<file path="config.mk">
export PLATFORM = sky130hd
export DESIGN_NAME = mem_bist_wb
export DESIGN_NICKNAME = d
export VERILOG_FILES = /design/src/rtl/mem_bist_wb.sv
export SDC_FILE = /design/constraint.sdc
export NUM_CORES = 1
export LEC_CHECK = 0
export CORE_MARGIN = 2
export CORE_UTILIZATION = 30
export DETAILED_ROUTE_END_ITERATION = 7
export MAX_ROUTING_LAYER = met4
export PLACE_DENSITY_LB_ADDON = 0.08
export SLEW_MARGIN = 15
export SYNTH_ARGS = -nofsm -noshare
export SYNTH_HDL_FRONTEND = slang
export SYNTH_SLANG_ARGS = --single-unit
</file>
<file path="constraint.sdc">
create_clock -name wb_clk_i -period 3.78 [get_ports wb_clk_i]
set_clock_uncertainty 0.05 [all_clocks]
set_input_delay 0.378 -clock wb_clk_i [delete_from_list [all_inputs] [get_ports wb_clk_i]]
set_output_delay 0.378 -clock wb_clk_i [all_outputs]
set_load 0.01 [all_outputs]
</file>
<file path="src/rtl/mem_bist_wb.sv">
`default_nettype none
// ============================================================================
// Module      : mem_bist_wb
// Description : Wishbone-master memory BIST. Writes a selectable pattern to
//               addresses 0..DEPTH-1, reads everything back, counts
//               mismatches and reports pass / timeout / first failing
//               address.
// Revision    : 1.0 - initial release
// ============================================================================
module mem_bist_wb #(
    parameter int ADDR_W  = 17,
    parameter int DATA_W  = 8,
    parameter int DEPTH   = 2**ADDR_W,
    parameter int TIMEOUT = 255,
    parameter int ERR_W   = 16
) (
    input  logic              wb_clk_i,
    input  logic              rst_i,
    input  logic              start_i,
    input  logic [1:0]        mode_i,
    output logic              busy_o,
    output logic              done_o,
    output logic              pass_o,
    output logic              timeout_o,
    output logic [ERR_W-1:0]  err_cnt_o,
    output logic [ADDR_W-1:0] fail_addr_o,
    output logic              wb_cyc_o,
    output logic              wb_we_o,
    input  logic              wb_ack_i,
    output logic [ADDR_W-1:0] wb_addr_o,
    output logic [DATA_W-1:0] wb_datw_o,
    input  logic [DATA_W-1:0] wb_datr_i
);

    localparam int                c_WAIT_W    = (TIMEOUT < 2) ? 1 : $clog2(TIMEOUT + 1);
    localparam logic [15:0]       c_LFSR_SEED = 16'hACE1;
    localparam logic [15:0]       c_LFSR_MASK = 16'hB400;
    localparam logic [ADDR_W-1:0] c_LAST_ADDR = ADDR_W'(DEPTH - 1);
    // Last wait value before the counter reaches TIMEOUT on the next edge
    localparam logic [c_WAIT_W-1:0] c_WAIT_LAST = c_WAIT_W'(TIMEOUT - 1);
    // 0101... with LSB = 1, trimmed to the data width
    localparam logic [DATA_W-1:0] c_ALT01     = DATA_W'({8{2'b01}});

    typedef enum logic [2:0] {
        S_IDLE = 3'd0,
        S_WR   = 3'd1,
        S_WGAP = 3'd2,
        S_RD   = 3'd3,
        S_RGAP = 3'd4,
        S_FIN  = 3'd5
    } state_t;

    state_t              r_state;
    logic [1:0]          r_mode;
    logic [ADDR_W-1:0]   r_addr;
    logic [15:0]         r_lfsr;
    logic [c_WAIT_W-1:0] r_wait;
    logic [ERR_W-1:0]    r_err;
    logic [ADDR_W-1:0]   r_fail;
    logic                r_pass;
    logic                r_timeout;
    logic                r_done;
    logic                r_busy;
    logic                r_cyc;
    logic                r_we;
    logic [DATA_W-1:0]   r_datw;

    logic                w_ack;
    logic [DATA_W-1:0]   w_expect;
    logic [ADDR_W-1:0]   w_addr_inc;
    logic [15:0]         w_lfsr_step;

    // One step of the 16-bit Galois LFSR
    function automatic logic [15:0] lfsr_step(input logic [15:0] l);
        return {1'b0, l[15:1]} ^ (l[0] ? c_LFSR_MASK : 16'h0000);
    endfunction

    // Data pattern for a given mode, address and LFSR state
    function automatic logic [DATA_W-1:0] pattern(input logic [1:0]        m,
                                                  input logic [ADDR_W-1:0] a,
                                                  input logic [15:0]       l);
        logic [DATA_W-1:0] p;
        case (m)
            2'd1:    p = a[0] ? ~c_ALT01 : c_ALT01;
            2'd2:    p = DATA_W'(l);
            default: p = DATA_W'(a);
        endcase
        return p;
    endfunction

    // An ack only counts while this master owns the bus
    assign w_ack       = r_cyc & wb_ack_i;
    assign w_expect    = pattern(r_mode, r_addr, r_lfsr);
    assign w_addr_inc  = r_addr + 1'b1;
    assign w_lfsr_step = lfsr_step(r_lfsr);

    // Sequencer: start, write sweep, read-back sweep, one-cycle finish
    always_ff @(posedge wb_clk_i or posedge rst_i) begin
        if (rst_i) begin
            r_state   <= S_IDLE;
            r_mode    <= 2'd0;
            r_addr    <= '0;
            r_lfsr    <= 16'h0000;
            r_wait    <= '0;
            r_err     <= '0;
            r_fail    <= '0;
            r_pass    <= 1'b0;
            r_timeout <= 1'b0;
            r_done    <= 1'b0;
            r_busy    <= 1'b0;
            r_cyc     <= 1'b0;
            r_we      <= 1'b0;
            r_datw    <= '0;
        end else begin
            r_done <= 1'b0;
            case (r_state)
                S_IDLE: begin
                    if (start_i) begin
                        r_mode    <= mode_i;
                        r_err     <= '0;
                        r_fail    <= '0;
                        r_pass    <= 1'b0;
                        r_timeout <= 1'b0;
                        r_addr    <= '0;
                        r_lfsr    <= c_LFSR_SEED;
                        r_wait    <= '0;
                        r_datw    <= pattern(mode_i, '0, c_LFSR_SEED);
                        r_cyc     <= 1'b1;
                        r_we      <= 1'b1;
                        r_busy    <= 1'b1;
                        r_state   <= S_WR;
                    end
                end
                S_WR: begin
                    if (w_ack) begin
                        r_cyc   <= 1'b0;
                        r_state <= S_WGAP;
                    end else if (r_wait == c_WAIT_LAST) begin
                        r_cyc     <= 1'b0;
                        r_we      <= 1'b0;
                        r_timeout <= 1'b1;
                        r_pass    <= 1'b0;
                        r_done    <= 1'b1;
                        r_state   <= S_FIN;
                    end else begin
                        r_wait <= r_wait + 1'b1;
                    end
                end
                S_WGAP: begin
                    r_wait <= '0;
                    r_cyc  <= 1'b1;
                    if (r_addr == c_LAST_ADDR) begin
                        r_addr  <= '0;
                        r_lfsr  <= c_LFSR_SEED;
                        r_we    <= 1'b0;
                        r_state <= S_RD;
                    end else begin
                        r_addr  <= w_addr_inc;
                        r_lfsr  <= w_lfsr_step;
                        r_datw  <= pattern(r_mode, w_addr_inc, w_lfsr_step);
                        r_we    <= 1'b1;
                        r_state <= S_WR;
                    end
                end
                S_RD: begin
                    if (w_ack) begin
                        if (wb_datr_i != w_expect) begin
                            if (r_err != '1) begin
                                r_err <= r_err + 1'b1;
                            end
                            if (r_err == '0) begin
                                r_fail <= r_addr;
                            end
                        end
                        r_cyc   <= 1'b0;
                        r_state <= S_RGAP;
                    end else if (r_wait == c_WAIT_LAST) begin
                        r_cyc     <= 1'b0;
                        r_timeout <= 1'b1;
                        r_pass    <= 1'b0;
                        r_done    <= 1'b1;
                        r_state   <= S_FIN;
                    end else begin
                        r_wait <= r_wait + 1'b1;
                    end
                end
                S_RGAP: begin
                    if (r_addr == c_LAST_ADDR) begin
                        r_done  <= 1'b1;
                        r_pass  <= (r_err == '0);
                        r_state <= S_FIN;
                    end else begin
                        r_addr  <= w_addr_inc;
                        r_lfsr  <= w_lfsr_step;
                        r_wait  <= '0;
                        r_cyc   <= 1'b1;
                        r_state <= S_RD;
                    end
                end
                S_FIN: begin
                    r_busy  <= 1'b0;
                    r_state <= S_IDLE;
                end
                default: begin
                    r_cyc   <= 1'b0;
                    r_busy  <= 1'b0;
                    r_state <= S_IDLE;
                end
            endcase
        end
    end

    assign busy_o      = r_busy;
    assign done_o      = r_done;
    assign pass_o      = r_pass;
    assign timeout_o   = r_timeout;
    assign err_cnt_o   = r_err;
    assign fail_addr_o = r_fail;
    assign wb_cyc_o    = r_cyc;
    assign wb_we_o     = r_we;
    assign wb_addr_o   = r_addr;
    assign wb_datw_o   = r_datw;

endmodule
`default_nettype wire

</file>
==> impl_metrics.py, run 1 <==
metrics = {
    "detailed_routing": {
        "ant_nets": 0,
        "routed_wirelength_um": 13600,
        "dr_total_vias": 4175,
        "first_pass_iters": 4,
        "drt_iter0_markers": 313,
        "viasPerCell": 5.11,
        "wire_per_inst_um": 16.7,
        "route.detailed.drc": 0,
    },
    "placed_design": {
        "place_hpwl_um": 9730,
        "post-place-ws_ns": 0.465,
        "dpl.cell_count": 801,
        "gp_congestion": 0.822,
        "io_buffers": 77,
    },
    "clock_network": {
        "cts_max_path_buffers": 2,
        "cts_resized": 0,
        "post_cts.repair.setup_buffers": 0,
        "cts_tree": "built",
        "cts.clk_slew.worst_paths_ns": 0.07,
        "clkLatencyLatePin_ns": 0.35,
        "htree_num_levels": 3,
        "cts_root_buf": "clkbuf_16",
        "cts_buffers": 9,
        "cts_num_sinks": 93,
        "holdBufCountCts": 0,
    },
    "timing": {
        "drv_slew": 0,
        "rsz0062_at_grt": "no",
        "worstMarginPinSlew_ns": 0.897,
        "min_period_over_period": 0.880,
        "finalCriticalPeriod_ns": 3.33,
        "max_slew_margin": 0.402,
        "fmax_mhz": 300,
        "fin_tns_setup_ns": 0,
        "finalSetupViolCount": 0,
        "layout_setup_ws_ns": 0.452,
        "hold_viol": 0,
    },
    "pwr": {
        "peakVddDrop_uv": 264,
        "finalPower_mw": 3.73,
        "p_per_area_nw_per_um2": 596,
        "p_leak_nw": 2.59,
    },
    "global_route": {
        "grt-ovfl-total": 0,
        "grt_max_degree": 50,
        "grt_pass1_vias": 4116,
        "antenna_found_initial": 0,
        "grt_pass1_wl_um": 22600,
        "grtUsageTotal": 0.167,
    },
    "setup_path": {
        "cp_data_arrival_time_ns": 3.51,
        "end_kind": "flop",
        "r2r-start": "wb_addr_o[1]",
        "crit_path_end": "r_lfsr[6]",
        "r2r_slack_ns": 0.45,
        "rr_endpoint": "r_lfsr[6]",
        "worstSetupPathType": "flop to flop",
        "critPathRequiredTime_ns": 3.97,
        "rr_worst_depth": 11,
        "cp-startpoint": "wb_addr_o[1]",
        "crit_path_start_kind": "flop",
        "cp_max_fo": 17,
    },
    "floorplanning": {
        "die_area_um2": 17500,
        "core_region_area_um2": 15900,
        "num_rows": 46,
        "io_pins": 78,
        "die_w_um": 132,
        "fp.dieH_um": 132,
        "initial_utilization": 0.309,
    },
    "yosys": {
        "yosysSeqAreaShare": 0.472,
        "yosys_warnings": 0,
        "ys_ff_latch": 93,
        "ys.flop_type": "dfrtp_1",
        "synth.distinct_cells": 57,
        "async_reset_ff_frac": 1.00,
        "synthCells": 526,
        "synth_edf_count": 0,
        "syn_area_um2": 4930,
        "postSynthAreaPerCell_um2": 9.36,
        "synth_nets": 550,
    },
    "layout": {
        "antennaDiodeCount": 0,
        "stdcell_count": 817,
        "fillers": 1639,
        "drive_above_1_share": 0.0782,
        "fin_util": 0.392,
        "area_growth_syn_to_layout_pct": 26.9,
        "finalNetCount": 620,
    },
    "job": {
        "cap_violations": 0,
    },
    "worst_hold_path": {
        "hold_class": "flop to flop",
    },
    "run_status": {
        "outcome": "finished, final reports clean",
    },
}
## sequential cells by signal, indices dropped and copies added (netlist names)
register	count
fail_addr_o	17
wb_addr_o	17
err_cnt_o	16
r_lfsr	16
r_wait	8
wb_datw_o	8
r_state	3
r_mode	2
busy_o	1
done_o	1
pass_o	1
timeout_o	1
wb_cyc_o	1
wb_we_o	1
## area by class of cell
type                       count  area (µm²)  share of cell area
multi-input combinational    378        2350               0.377
sequential                    93        2330               0.372
timing repair buffer          94         898               0.144
tap                          216         270              0.0432
clock buffer                   9         225              0.0360
clock inverter                 7         100              0.0160
inverter                      20        76.3              0.0122
## worst max-delay path, cell delays in order (launching register included)
cell	delay, ns
dfrtp_1	0.46
ha_1	0.27
and3_1	0.24
and3_1	0.23
and2_1	0.24
nand2_1	0.10
nor2_1	0.05
ha_1	0.29
o22a_1	0.21
or2_2	0.44
or2_2	0.42
o22a_1	0.20
## where the power goes
part / switching (mW) / total, mW / internal, mW
sequential: 0.160 / 1.31 / 1.15
clock: 0.407 / 0.989 / 0.582
combinational: 0.847 / 1.43 / 0.583
## cells in the mapped netlist (9+ instances only)
master,count,share of area
a21oi_1,31,0.031
a22o_1,25,0.044
and3_1,12,0.015
buf_2,10,0.010
clkbuf_1,19,0.014
dfrtp_1,93,0.47
ha_1,10,0.025
inv_1,20,0.015
nand2_1,50,0.038
nand3_1,23,0.023
nand4_1,11,0.014
nor2_1,43,0.033
o21ai_0,45,0.046
o22a_1,10,0.018
o31ai_1,9,0.014
xnor2_1,11,0.020
xor2_1,15,0.027
## cells in the final DEF (no fill, tap or decap), types with 17 or more instances in the layout
cell type / Yosys / layout
a21oi_1: 31 / 31
nor2_1: 43 / 43
clkdlybuf4s50_1: 0 / 77
nand2_1: 50 / 50
a22o_1: 25 / 25
buf_4: 1 / 17
o21ai_0: 45 / 45
nand3_1: 23 / 23
dfrtp_1: 93 / 93
inv_1: 20 / 19
## worst min-delay path by stage
stage                         start         endpoint  slack, ns  cells after the start
floorplan                r_lfsr[12]       r_lfsr[12]       0.40                      2
detailed placement           pass_o           pass_o       0.43                      2
global route        fail_addr_o[10]  fail_addr_o[10]       0.47                      1
finish                   r_lfsr[15]       r_lfsr[14]       0.45                      1
global placement          r_lfsr[9]        r_lfsr[8]       0.43                      1
CTS                      r_lfsr[12]       r_lfsr[11]       0.45                      1
## cell families after synthesis
group	share of synthesized area
compound gates	0.221
xor+xnor	0.0462
fa+ha+maj	0.0254
buf+inv	0.0498
flops	0.472
mux	0.00660
simple gates	0.178
## layer usage
layer  up-vias  routed length, µm  track usage  share of wire
met1      2044               6640        0.230           0.49
li1       2031                  -            -              -
met4         0                153       0.0477          0.011
met2        88               6250        0.250           0.46
met5         -                  0            -              0
met3        12                580       0.0338          0.043
## stage by stage
step / instance area [µm²] / hold WS (ns)
2_1_floorplan: 4930 / 0.401
3_3_place_gp: 5930 / 0.430
3_5_place_dp: 5930 / 0.428
4_1_cts: 6250 / 0.451
5_1_grt: 6250 / 0.466
6_report: 6250 / 0.448
(Power assumes the default switching activity.)
==> run 2, diff against run 1 <==
Settings changed: REMOVE_ABC_BUFFERS set to 1, TNS_END_PERCENT set to 30.
==> run 2 against run 1 <==
Compared with the run above:
- wire length is 2.4% higher
- die area stayed put
- clock-buffer cell count stayed put
- clock power is 11% lower
- flip-flop and latch count stayed put
- register-to-register slack worse by 0.04 ns
- combinational power hardly changed
- maximum frequency is 1.1% lower
- sequential power hardly changed
- sequential share of layout area is 0.26 points higher
- power is 3.1% lower
- critical path type unchanged
- critical endpoint is now r_lfsr[11]
==> impl_metrics.py, run 2 (same netlist as run 1, synthesis figures left out) <==
metrics = {
    "pwr": {
        "peakVddDrop_uv": 225,
        "finalPower_mw": 3.61,
        "p_leak_nw": 2.58,
        "p_per_area_nw_per_um2": 582,
    },
    "placed_design": {
        "io_buffers": 77,
        "place_hpwl_um": 9830,
        "dpl.cell_count": 801,
        "gp_congestion": 0.828,
    },
    "detailed_routing": {
        "viasPerCell": 5.15,
        "ant_nets": 0,
        "first_pass_iters": 5,
        "wl_met3_um": 540,
        "wire_per_inst_um": 17.1,
        "routed_wirelength_um": 13900,
        "drt_iter0_markers": 204,
        "wl_met2_um": 6320,
        "route.detailed.drc": 0,
        "dr_total_vias": 4206,
        "top_layer": "met4",
        "m1WireLength_um": 6820,
    },
    "clock_network": {
        "cts.clk_slew.worst_paths_ns": 0.07,
        "htree_num_levels": 3,
        "cts_tree": "built",
        "post_cts.repair.setup_buffers": 0,
        "clkLatencyLatePin_ns": 0.35,
        "holdBufCountCts": 0,
        "cts_num_sinks": 93,
        "cts_resized": 0,
        "cts_max_path_buffers": 2,
        "cts_buffers": 9,
        "cts_root_buf": "clkbuf_16",
    },
    "setup_path": {
        "path_cells": "ha_1 > and3_1 > and3_1 > and2_1 > nand2_1 > nor2_1 > ha_1 > o22a_1 > or2_2 > or2_2 > o22a_1",
        "critPathRequiredTime_ns": 3.96,
        "slowest_stage": "dfrtp_1",
        "cp_data_arrival_time_ns": 3.55,
        "crit_path_start_kind": "flop",
        "crit_buf_inv": 0,
        "crit_family": "simple AND/OR/NAND/NOR gates",
        "cp_max_fo": 17,
        "max_stage_delay_ns": 0.46,
        "end_kind": "flop",
        "worstSetupPathType": "flop to flop",
    },
    "layout": {
        "drive_above_1_share": 0.0782,
        "finalNetCount": 620,
        "regArea_um2": 2330,
        "final_cell_mix": "93 x dfrtp_1, 77 x clkdlybuf4s50_1, 50 x nand2_1",
        "fin_util": 0.389,
        "area_growth_syn_to_layout_pct": 26.0,
        "stdcell_count": 817,
        "final_common_cell": "dfrtp_1",
        "antennaDiodeCount": 0,
        "fillers": 1628,
        "multi_input_area_um2": 2350,
    },
    "timing": {
        "fin_tns_setup_ns": 0,
        "rsz0062_at_grt": "no",
        "worstMarginPinSlew_ns": 0.687,
        "max_slew_margin": 0.538,
        "min_period_over_period": 0.890,
        "holdWs_ns": 0.330,
        "hold_viol": 0,
        "drv_slew": 0,
        "fmax_mhz": 297,
        "finalSetupViolCount": 0,
        "finalCriticalPeriod_ns": 3.36,
    },
    "floorplanning": {
        "num_rows": 46,
        "io_pins": 78,
        "die_w_um": 132,
        "fp.dieH_um": 132,
        "initial_utilization": 0.309,
        "die_area_um2": 17500,
        "core_region_area_um2": 15900,
    },
    "global_route": {
        "antenna_found_initial": 0,
        "grt_pass1_wl_um": 23100,
        "grt-ovfl-total": 0,
        "grtUsageTotal": 0.171,
        "grt_pass1_vias": 4154,
        "grt_max_degree": 33,
    },
    "job": {
        "cap_violations": 0,
    },
    "run_status": {
        "outcome": "finished, final reports clean",
    },
    "worst_hold_path": {
        "hold_class": "input port to async pin",
    },
}
[run 2: cell count changes in the layout (fill, tap and decap cells not counted), sizes merged]
| cell | delta |
|---|---|
| bufinv | -2 |
| clkinvlp | -2 |
| inv | +4 |
[run 2: power by group]
| group | total (mW) | internal, mW | switching, mW | leakage [nW] |
|---|---|---|---|---|
| registers | 1.33 | 1.15 | 0.180 | 1.22 |
| clock network | 0.885 | 0.456 | 0.429 | 0.137 |
| logic | 1.40 | 0.577 | 0.822 | 1.23 |
| total | 3.61 | 2.18 | 1.43 | 2.58 |
[run 2: per-stage QoR]
step	worst slack (ns)	instance area, µm²
after floorplan	0.233	4760
after global placement	0.478	5930
after detailed placement	0.428	5930
after CTS	0.409	6210
after global routing	0.172	6210
final	0.415	6210
[run 2: metal layers]
layer,GRT usage,vias to the layer above
met5,-,-
met4,0.0574,0
met3,0.0311,17
met2,0.254,95
met1,0.234,2063
li1,-,2031
[run 2: area by class of cell]
class	instances	share of cell area
Sequential cell	93	0.375
Clock inverter	7	0.00907
Tap cell	216	0.0435
Multi-Input combinational cell	378	0.379
Inverter	20	0.0123
Timing Repair Buffer	94	0.145
Clock buffer	9	0.0363
[run 2: final timing paths]
| path | startpoint | to | slack (ns) | cells past startpoint |
|---|---|---|---|---|
| max reg2reg | wb_addr_o[1] | r_lfsr[11] | 0.42 | 11 |
| min in group wb_clk_i | r_lfsr[10] | r_lfsr[9] | 0.44 | 1 |
| max | wb_addr_o[1] | r_lfsr[11] | 0.42 | 11 |
| min | rst_i | err_cnt_o[10] | 0.33 | 2 |
| max in group asynchronous | rst_i | r_mode[1] | 2.50 | 3 |
| min reg2reg | r_lfsr[10] | r_lfsr[9] | 0.44 | 1 |
[run 2: worst reg2reg max path, cell delays in order, from the launching register on]
cell and delay [ns]:
dfrtp_1 0.46, ha_1 0.27, and3_1 0.24, and3_1 0.23
and2_1 0.26, nand2_1 0.11, nor2_1 0.05, ha_1 0.29
o22a_1 0.21, or2_2 0.44, or2_2 0.43, o22a_1 0.21
==> run 3, diff against run 2 <==
Settings changed: GPL_TIMING_DRIVEN set to 0, REMOVE_ABC_BUFFERS 1 to not set.
Clock period 3.78 ns to 4.3 ns, I/O delays scaled along.
==> run 3 against run 2 <==
Compared with the run above:
- combinational power decreased by 7%
- sequential share of layout area decreased by 0.68 points
- power decreased by 7.8%
- core utilization increased by 0.72 points
- cell count increased by 2.1%
- via count increased by 1.5%
- flip-flop and latch count unchanged
- non-clock buffer count increased by 17
- wire length decreased by 0.71%
- setup slack got worse by 0.056 ns
- cell area increased by 1.9%
- worst hold slack improved by 0.043 ns
==> impl_metrics.py, run 3 (same netlist as run 1, synthesis figures left out) <==
metrics = {
    "setup_path": {
        "end_kind": "flop",
        "r2r-start": "wb_addr_o[1]",
        "r2r_slack_ns": 0.36,
        "rr_worst_depth": 14,
        "cp_data_arrival_time_ns": 4.11,
        "worstSetupPathType": "flop to flop",
        "critPathRequiredTime_ns": 4.47,
        "rr_endpoint": "r_lfsr[13]",
        "cp_max_fo": 10,
        "crit_path_start_kind": "flop",
    },
    "detailed_routing": {
        "drt_iter0_markers": 263,
        "routed_wirelength_um": 13800,
        "wire_per_inst_um": 16.6,
        "ant_nets": 0,
        "first_pass_iters": 5,
        "route.detailed.drc": 0,
        "dr_total_vias": 4268,
        "viasPerCell": 5.12,
    },
    "timing": {
        "hold_viol": 0,
        "worstMarginPinSlew_ns": 0.613,
        "holdWs_ns": 0.373,
        "finalSetupViolCount": 0,
        "rsz0062_at_grt": "no",
        "finalCriticalPeriod_ns": 3.94,
        "fmax_mhz": 254,
        "min_period_over_period": 0.916,
        "max_slew_margin": 0.588,
        "drv_slew": 0,
    },
    "floorplanning": {
        "initial_utilization": 0.309,
        "die_area_um2": 17500,
        "io_pins": 78,
        "num_rows": 46,
        "fp.dieH_um": 132,
        "die_w_um": 132,
        "core_region_area_um2": 15900,
    },
    "clock_network": {
        "htree_num_levels": 3,
        "cts_buffers": 9,
        "clkLatencyLatePin_ns": 0.35,
        "cts_max_path_buffers": 2,
        "cts_num_sinks": 93,
        "cts_tree": "built",
        "cts.clk_slew.worst_paths_ns": 0.07,
        "cts_root_buf": "clkbuf_16",
        "holdBufCountCts": 0,
    },
    "global_route": {
        "grtUsageMet2": 0.254,
        "grtUsageTotal": 0.165,
        "grt_busiest_layer": "met2",
        "grt_use_met1": 0.222,
        "grt_pass1_vias": 4060,
        "grt_max_degree": 65,
        "use_met3": 0.0381,
        "antenna_found_initial": 0,
        "grt-ovfl-total": 0,
        "grt_pass1_wl_um": 22200,
    },
    "placed_design": {
        "io_buffers": 76,
        "dpl.cell_count": 819,
        "gp_congestion": 0.823,
        "place_hpwl_um": 9940,
    },
    "pwr": {
        "p_leak_nw": 2.62,
        "finalPower_mw": 3.33,
        "peakVddDrop_uv": 228,
        "p_per_area_nw_per_um2": 526,
    },
    "layout": {
        "area_growth_syn_to_layout_pct": 28.3,
        "finalNetCount": 637,
        "final_common_cell": "dfrtp_1",
        "stdcell_count": 834,
        "antennaDiodeCount": 0,
        "final_cell_mix": "93 x dfrtp_1, 76 x clkdlybuf4s50_1, 50 x nand2_1",
        "drive_above_1_share": 0.0777,
    },
    "job": {
        "cap_violations": 0,
    },
    "worst_hold_path": {
        "hold_class": "input port to async pin",
    },
    "run_status": {
        "outcome": "finished, final reports clean",
    },
}
-- run 3: cell types whose count changed in the layout (fill, tap and decap cells not counted), sizes merged --
cell / previous run / this run
bufinv: 0 / 2
clkbuf: 9 / 28
clkdlybuf4s50: 77 / 76
clkinv: 3 / 0
clkinvlp: 1 / 2
inv: 23 / 22
-- run 3: area by class of cell --
cell class              count  area [µm²]
fillers                  1630        9620
multi-input cells         378        2360
flip-flops and latches     93        2330
repair buffers             77         788
well taps                 216         270
clock buffers              10         239
plain buffers              34         168
clock inverters             6        92.6
inverters                  20        80.1
-- run 3: how the worst max path moves through the flow --
stage | start | endpoint | slack (ns) | cells past startpoint
after floorplan | wb_addr_o[1] | r_lfsr[10] | 0.99 | 15
after global placement | rst_i | r_lfsr[1] | -0.27 | 2
after detailed placement | wb_addr_o[1] | r_lfsr[13] | 0.21 | 15
after CTS | wb_addr_o[1] | r_lfsr[13] | 0.20 | 15
after global routing | wb_addr_o[1] | r_lfsr[13] | 0.006 | 14
final | wb_addr_o[1] | r_lfsr[13] | 0.36 | 14
-- run 3: timing repair --
action | CTS | global route
setup buffers | 0 | 0
gates resized for setup | 0 | 4
setup endpoints to repair | 0 | 21
-- run 3: critical path, stage by stage, from the launching register on --
cell	delay, ns
dfrtp_1	0.48
ha_1	0.28
and3_1	0.25
and3_1	0.23
and2_1	0.16
clkbuf_1	0.18
nand2_1	0.10
nor2_1	0.07
ha_1	0.18
clkbuf_1	0.21
o22a_1	0.24
or2_2	0.38
nor2_1	0.44
clkbuf_1	0.42
a21oi_1	0.13
-- run 3: where the power goes --
part / internal, mW / switching (mW)
Combinational: 0.515 / 0.783
Clock: 0.530 / 0.369
Sequential: 1.01 / 0.122
Total: 2.05 / 1.27
-- run 3: stage by stage --
stage                     setup slack, ns  utilization  cell area [µm²]  TNS (ns)
final                               0.360        0.397             6320         0
after global routing              0.00643        0.397             6320         0
after CTS                           0.200        0.396             6320         0
after detailed placement            0.207        0.376             5990         0
after global placement             -0.274        0.374             5960    -24.64
after floorplan                     0.990            -             4930         0
-- run 3: layer usage --
metal | part of all wire | wire, µm
met4 | 0.012 | 163
met1 | 0.49 | 6810
met5 | 0 | 0
met3 | 0.039 | 537
met2 | 0.46 | 6330
==> patch 1 (config.mk and constraints of run 1) <==
Encoding of `state_t`: now one-hot (6 bits for 6 states).
--- a/src/rtl/mem_bist_wb.sv
+++ b/src/rtl/mem_bist_wb.sv
@@ -43,9 +43,9 @@
 
-    typedef enum logic [2:0] {
-        S_IDLE = 3'd0,
-        S_WR   = 3'd1,
-        S_WGAP = 3'd2,
-        S_RD   = 3'd3,
-        S_RGAP = 3'd4,
-        S_FIN  = 3'd5
+    typedef enum logic [5:0] {
+        S_IDLE = 6'b000001,
+        S_WR   = 6'b000010,
+        S_WGAP = 6'b000100,
+        S_RD   = 6'b001000,
+        S_RGAP = 6'b010000,
+        S_FIN  = 6'b100000
     } state_t;
Formal check against the unedited RTL: no difference found for any inputs over 10 cycles, from zero or initial values and one cycle with rst_i high; not proved beyond that.
==> patch 1 against run 1 <==
Combinational power grew 22%; die area grew 16%; critical endpoint is now wb_addr_o[6]$_DFFE_PP0P_; sequential cell count grew 3; worst setup slack lost 170 ps; critical path depth grew 2; highest routed layer unchanged; power grew 4.0%; count of clock-buffer cells in the layout grew 6; routed wire length grew 36%; design area grew 14%; synthesized cell count grew 25%; synthesized area grew 17%.
==> patch 1: results <==
[grt]
grt_pass1_vias = 5179
grtUsageTotal = 0.193
grt_max_degree = 51
antenna_found_initial = 0
grt_pass1_wl_um = 29700

[worst_setup_path]
max_stage_delay_ps = 540
crit_arrival_ps = 3700
rr_worst_depth = 13
cp-endpoint = "wb_addr_o[6]$_DFFE_PP0P_"
slowest_stage = "nor3b_2"
worstPathMaxFanout = 10
cp_top_family = "simple AND/OR/NAND/NOR gates"
critPathLaunch = "wb_addr_o[1]$_DFFE_PP0P_"
rrSetupSlack_ps = 290

[hold_path]
min-delay-path-class = "input pin to async pin"

[clocking]
cts_resized = 0
cts_max_path_buffers = 2
cts_root_buf = "clkbuf_16"
path_clk_slew_ps = 70
cts_htree_levels = 3
cts_buffers = 9
postCtsSetupRepairBufs = 0
insertion_delay_ps = 350

[placed_design]
hpwlAfterDp_um = 13300
globalplace.congestion = 0.870
port_buffers = 77

[routing]
vias = 5404
dr.pass1.iters = 5
wirelength_um = 18600
drc = 0
drt_iter0_markers = 337

[power_and_ir_drop]
p_leak_nw = 2.83
ir_drop_mv = 0.287

[sta]
worst_hold_slack_ps = 406
tns_ps = 0
slew-limit-headroom = 0.511

[synthesis]
synth.largest_area_cell = "dfrtp_1"
synth_common_cells = "95 x dfrtp_1, 87 x nand2_1, 68 x o21ai_0"
synth.area.top_cells = "dfrtp_1 41%, o21ai_0 5.9%, nand2_1 5.7%"
ys_types = 75
synth_nets = 684
yosys_warnings = 0
async_flop_share = 1.00
ys_seq_area_frac = 0.419

[finish]
drive_gt1_frac = 0.0795
layout.nets = 761
nFillCells = 1926
diodes = 0

[run_status]
status = "finished, final reports clean"
patch 1: cell types whose count changed in the layout (fill, tap and decap cells not counted), moves of 10 or more:
cell	before	now
a22o_1	25	2
o21ai_0	45	68
nand2_1	50	87
buf_4	17	27
xor2_1	15	2
o211ai_1	0	25
inv_1	19	29
a31oi_1	7	23
a21boi_0	0	18
o22a_1	10	0
a21oi_1	31	12
patch 1: layout make-up:
type | instances | area [um^2] | share of cell area
multi-input combinational | 495 | 3060 | 0.429
sequential | 96 | 2400 | 0.337
timing repair buffer | 105 | 993 | 0.139
tap | 234 | 293 | 0.0411
clock buffer | 15 | 258 | 0.0362
inverter | 30 | 115 | 0.0162
clock inverter | 1 | 5.00 | 0.000702
patch 1: cells by family after synthesis:
family          Yosys count  share of synthesized area
compound gates          221                      0.267
xor+xnor                 17                     0.0259
fa+ha+maj                10                     0.0218
buf+inv                  69                     0.0519
flops                    96                      0.419
mux                       2                    0.00371
simple gates            245                      0.211
patch 1: worst min path at each step:
stage	end
2_1_floorplan	r_lfsr[9]$_DFFE_PP0P_
3_3_place_gp	r_lfsr[12]$_DFFE_PP0P_
3_5_place_dp	wb_datw_o[3]$_DFFE_PP0P_
4_1_cts	wb_cyc_o$_DFFE_PP0P_
5_1_grt	r_lfsr[12]$_DFFE_PP0P_
6_report	done_o$_DFF_PP0_
patch 1: per-stage QoR:
| step | instance area [um^2] | total power [mW] | util | std cells | worst slack [ps] |
|---|---|---|---|---|---|
| 2_1_floorplan | 5740 | 2.42 | - | 660 | 599 |
| 4_1_cts | 7120 | 3.91 | 0.379 | 976 | 250 |
| 6_report | 7120 | 3.88 | 0.380 | 976 | 287 |
| 3_5_place_dp | 6860 | 3.02 | 0.365 | 960 | 279 |
| 3_3_place_gp | 6860 | 3.01 | 0.365 | 960 | 348 |
| 5_1_grt | 7120 | 4.15 | 0.380 | 976 | 49.6 |
patch 1: where the power goes:
| part | leakage [nW] | switching [mW] | internal, mW |
|---|---|---|---|
| clock | 0.128 | 0.401 | 0.466 |
| combinational | 1.41 | 1.13 | 0.619 |
| sequential | 1.29 | 0.112 | 1.14 |
patch 1: routing by layer:
layer  vias up  global-route usage  part of all wire
met1      2657               0.266              0.49
met4         0              0.0459             0.012
met5         -                   -                 0
met3        14              0.0289             0.039
met2       139               0.301              0.46
li1       2594                   -                 -
==> patch 2 (flow settings as in run 1) <==
Made on the original files. `ADDR_W`: 17 -> 16.
--- a/src/rtl/mem_bist_wb.sv
+++ b/src/rtl/mem_bist_wb.sv
@@ -10,3 +10,3 @@
 module mem_bist_wb #(
-    parameter int ADDR_W  = 17,
+    parameter int ADDR_W  = 16,
     parameter int DATA_W  = 8,
Interface: changed (resized fail_addr_o and wb_addr_o); port bits go from 78 to 76. The function was not compared with the original's and may differ.
==> patch 2 against run 1 <==
Die area is 5.9% higher; power rose by 20%; sequential cell count shrank 2; synthesized area is 6.1% higher; fmax increased by 9.0%; global-route usage rose by 1.6 points; routed wire length rose by 14%; largest power group unchanged; worst setup slack improved by 280 ps; design area up 3.7%; largest cell class unchanged.
==> patch 2: results <==
[run_status]
status = "finished, final reports clean"

[grt]
grt_max_degree = 47
grt_pass1_vias = 4555
met2_usage = 0.302
grt_pass1_wl_um = 25200
use_met3 = 0.0459
grtUsageTotal = 0.184
met1_usage = 0.225

[worst_setup_path]
crit_arrival_ps = 3260
regToRegStartpoint = "r_mode[0]$_DFFE_PP0P_"
rrSetupSlack_ps = 730
rr_worst_depth = 9
regToRegEndpoint = "err_cnt_o[3]$_DFFE_PP0P_"
worstPathMaxFanout = 17
max_stage_delay_ps = 630
slowest_stage = "ha_1"
cp_top_family = "compound AO/OA/AOI/OAI gates"

[finish]
drive_gt1_frac = 0.117
diodes = 0
layout.nets = 651
nFillCells = 1796

[synthesis]
async_flop_share = 1.00
synth.area.top_cells = "dfrtp_1 44%, nand2_1 6.7%, nor2_1 3.3%"
yosys_warnings = 0
syn-instance-count = 561
ys_seq_area_frac = 0.436
synth_nets = 584
ys_types = 81
synth_common_cells = "93 x nand2_1, 91 x dfrtp_1, 46 x nor2_1"

[clocking]
cts_resized = 0
cts_max_path_buffers = 2
cts_buffers = 9
cts_root_buf = "clkbuf_16"
path_clk_slew_ps = 60
insertion_delay_ps = 350

[hold_path]
min-delay-path-class = "register to register"
holdPathStages = 1
hp-start = "wb_datw_o[1]$_DFFE_PP0P_"
holdPathEnd = "wb_datw_o[1]$_DFFE_PP0P_"

[power_and_ir_drop]
p_leak_nw = 2.67
switching_share = 0.411
combinationalPowerShare = 0.437
powerSeq_mw = 1.53
ir_drop_mv = 0.407

[routing]
dr.pass1.iters = 4
wirelength_um = 15600
wl_met3_um = 608
drc = 0
wl_per_cell_um = 18.1
wl_met2_um = 7650
top_layer_used = "met4"
m1WireLength_um = 7090
vias = 4446
drt_iter0_markers = 265

[placed_design]
hpwlAfterDp_um = 11300
post-place-cells = 842
globalplace.congestion = 0.835
port_buffers = 75

[sta]
worstMarginPinSlew_ps = 1130
==> patch 2: worst max-delay path by stage <==
stage / slack, ps / endpoint / from
global placement: 850 / wb_addr_o[9]$_DFFE_PP0P_ / wb_addr_o[0]$_DFFE_PP0P_
global route: 490 / wb_addr_o[0]$_DFFE_PP0P_ / wb_addr_o[0]$_DFFE_PP0P_
CTS: 740 / err_cnt_o[3]$_DFFE_PP0P_ / r_mode[0]$_DFFE_PP0P_
floorplan: 990 / busy_o$_DFFE_PP0P_ / rst_i
detailed placement: 760 / err_cnt_o[3]$_DFFE_PP0P_ / r_mode[0]$_DFFE_PP0P_
finish: 730 / err_cnt_o[3]$_DFFE_PP0P_ / r_mode[0]$_DFFE_PP0P_
==> patch 2: stage by stage <==
step	utilization	hold slack [ps]	cell area, um^2	setup slack (ps)	power, mW
3_5_place_dp	0.359	428	6160	762	3.51
2_1_floorplan	-	401	5230	988	2.83
6_report	0.378	441	6480	728	4.48
5_1_grt	0.378	479	6480	488	4.80
4_1_cts	0.378	447	6480	744	4.53
3_3_place_gp	0.359	422	6160	846	3.50
==> patch 2: cell type report <==
| cell class | instances | share of cell area |
|---|---|---|
| clock inverter | 4 | 0.0114 |
| sequential | 91 | 0.351 |
| timing repair buffer | 88 | 0.131 |
| clock buffer | 12 | 0.0380 |
| tap | 225 | 0.0434 |
| inverter | 17 | 0.0100 |
| multi-input combinational | 421 | 0.415 |
==> patch 2: cell families after synthesis <==
logic type / after synthesis / synth area share
AOI/OAI and AO/OA: 151 / 0.225
xor gates and xnor gates: 25 / 0.0433
adders and majority gates: 9 / 0.0215
buffers and inverters: 49 / 0.0493
DFF: 91 / 0.436
muxes: 3 / 0.00622
and+or+nand+nor: 233 / 0.219
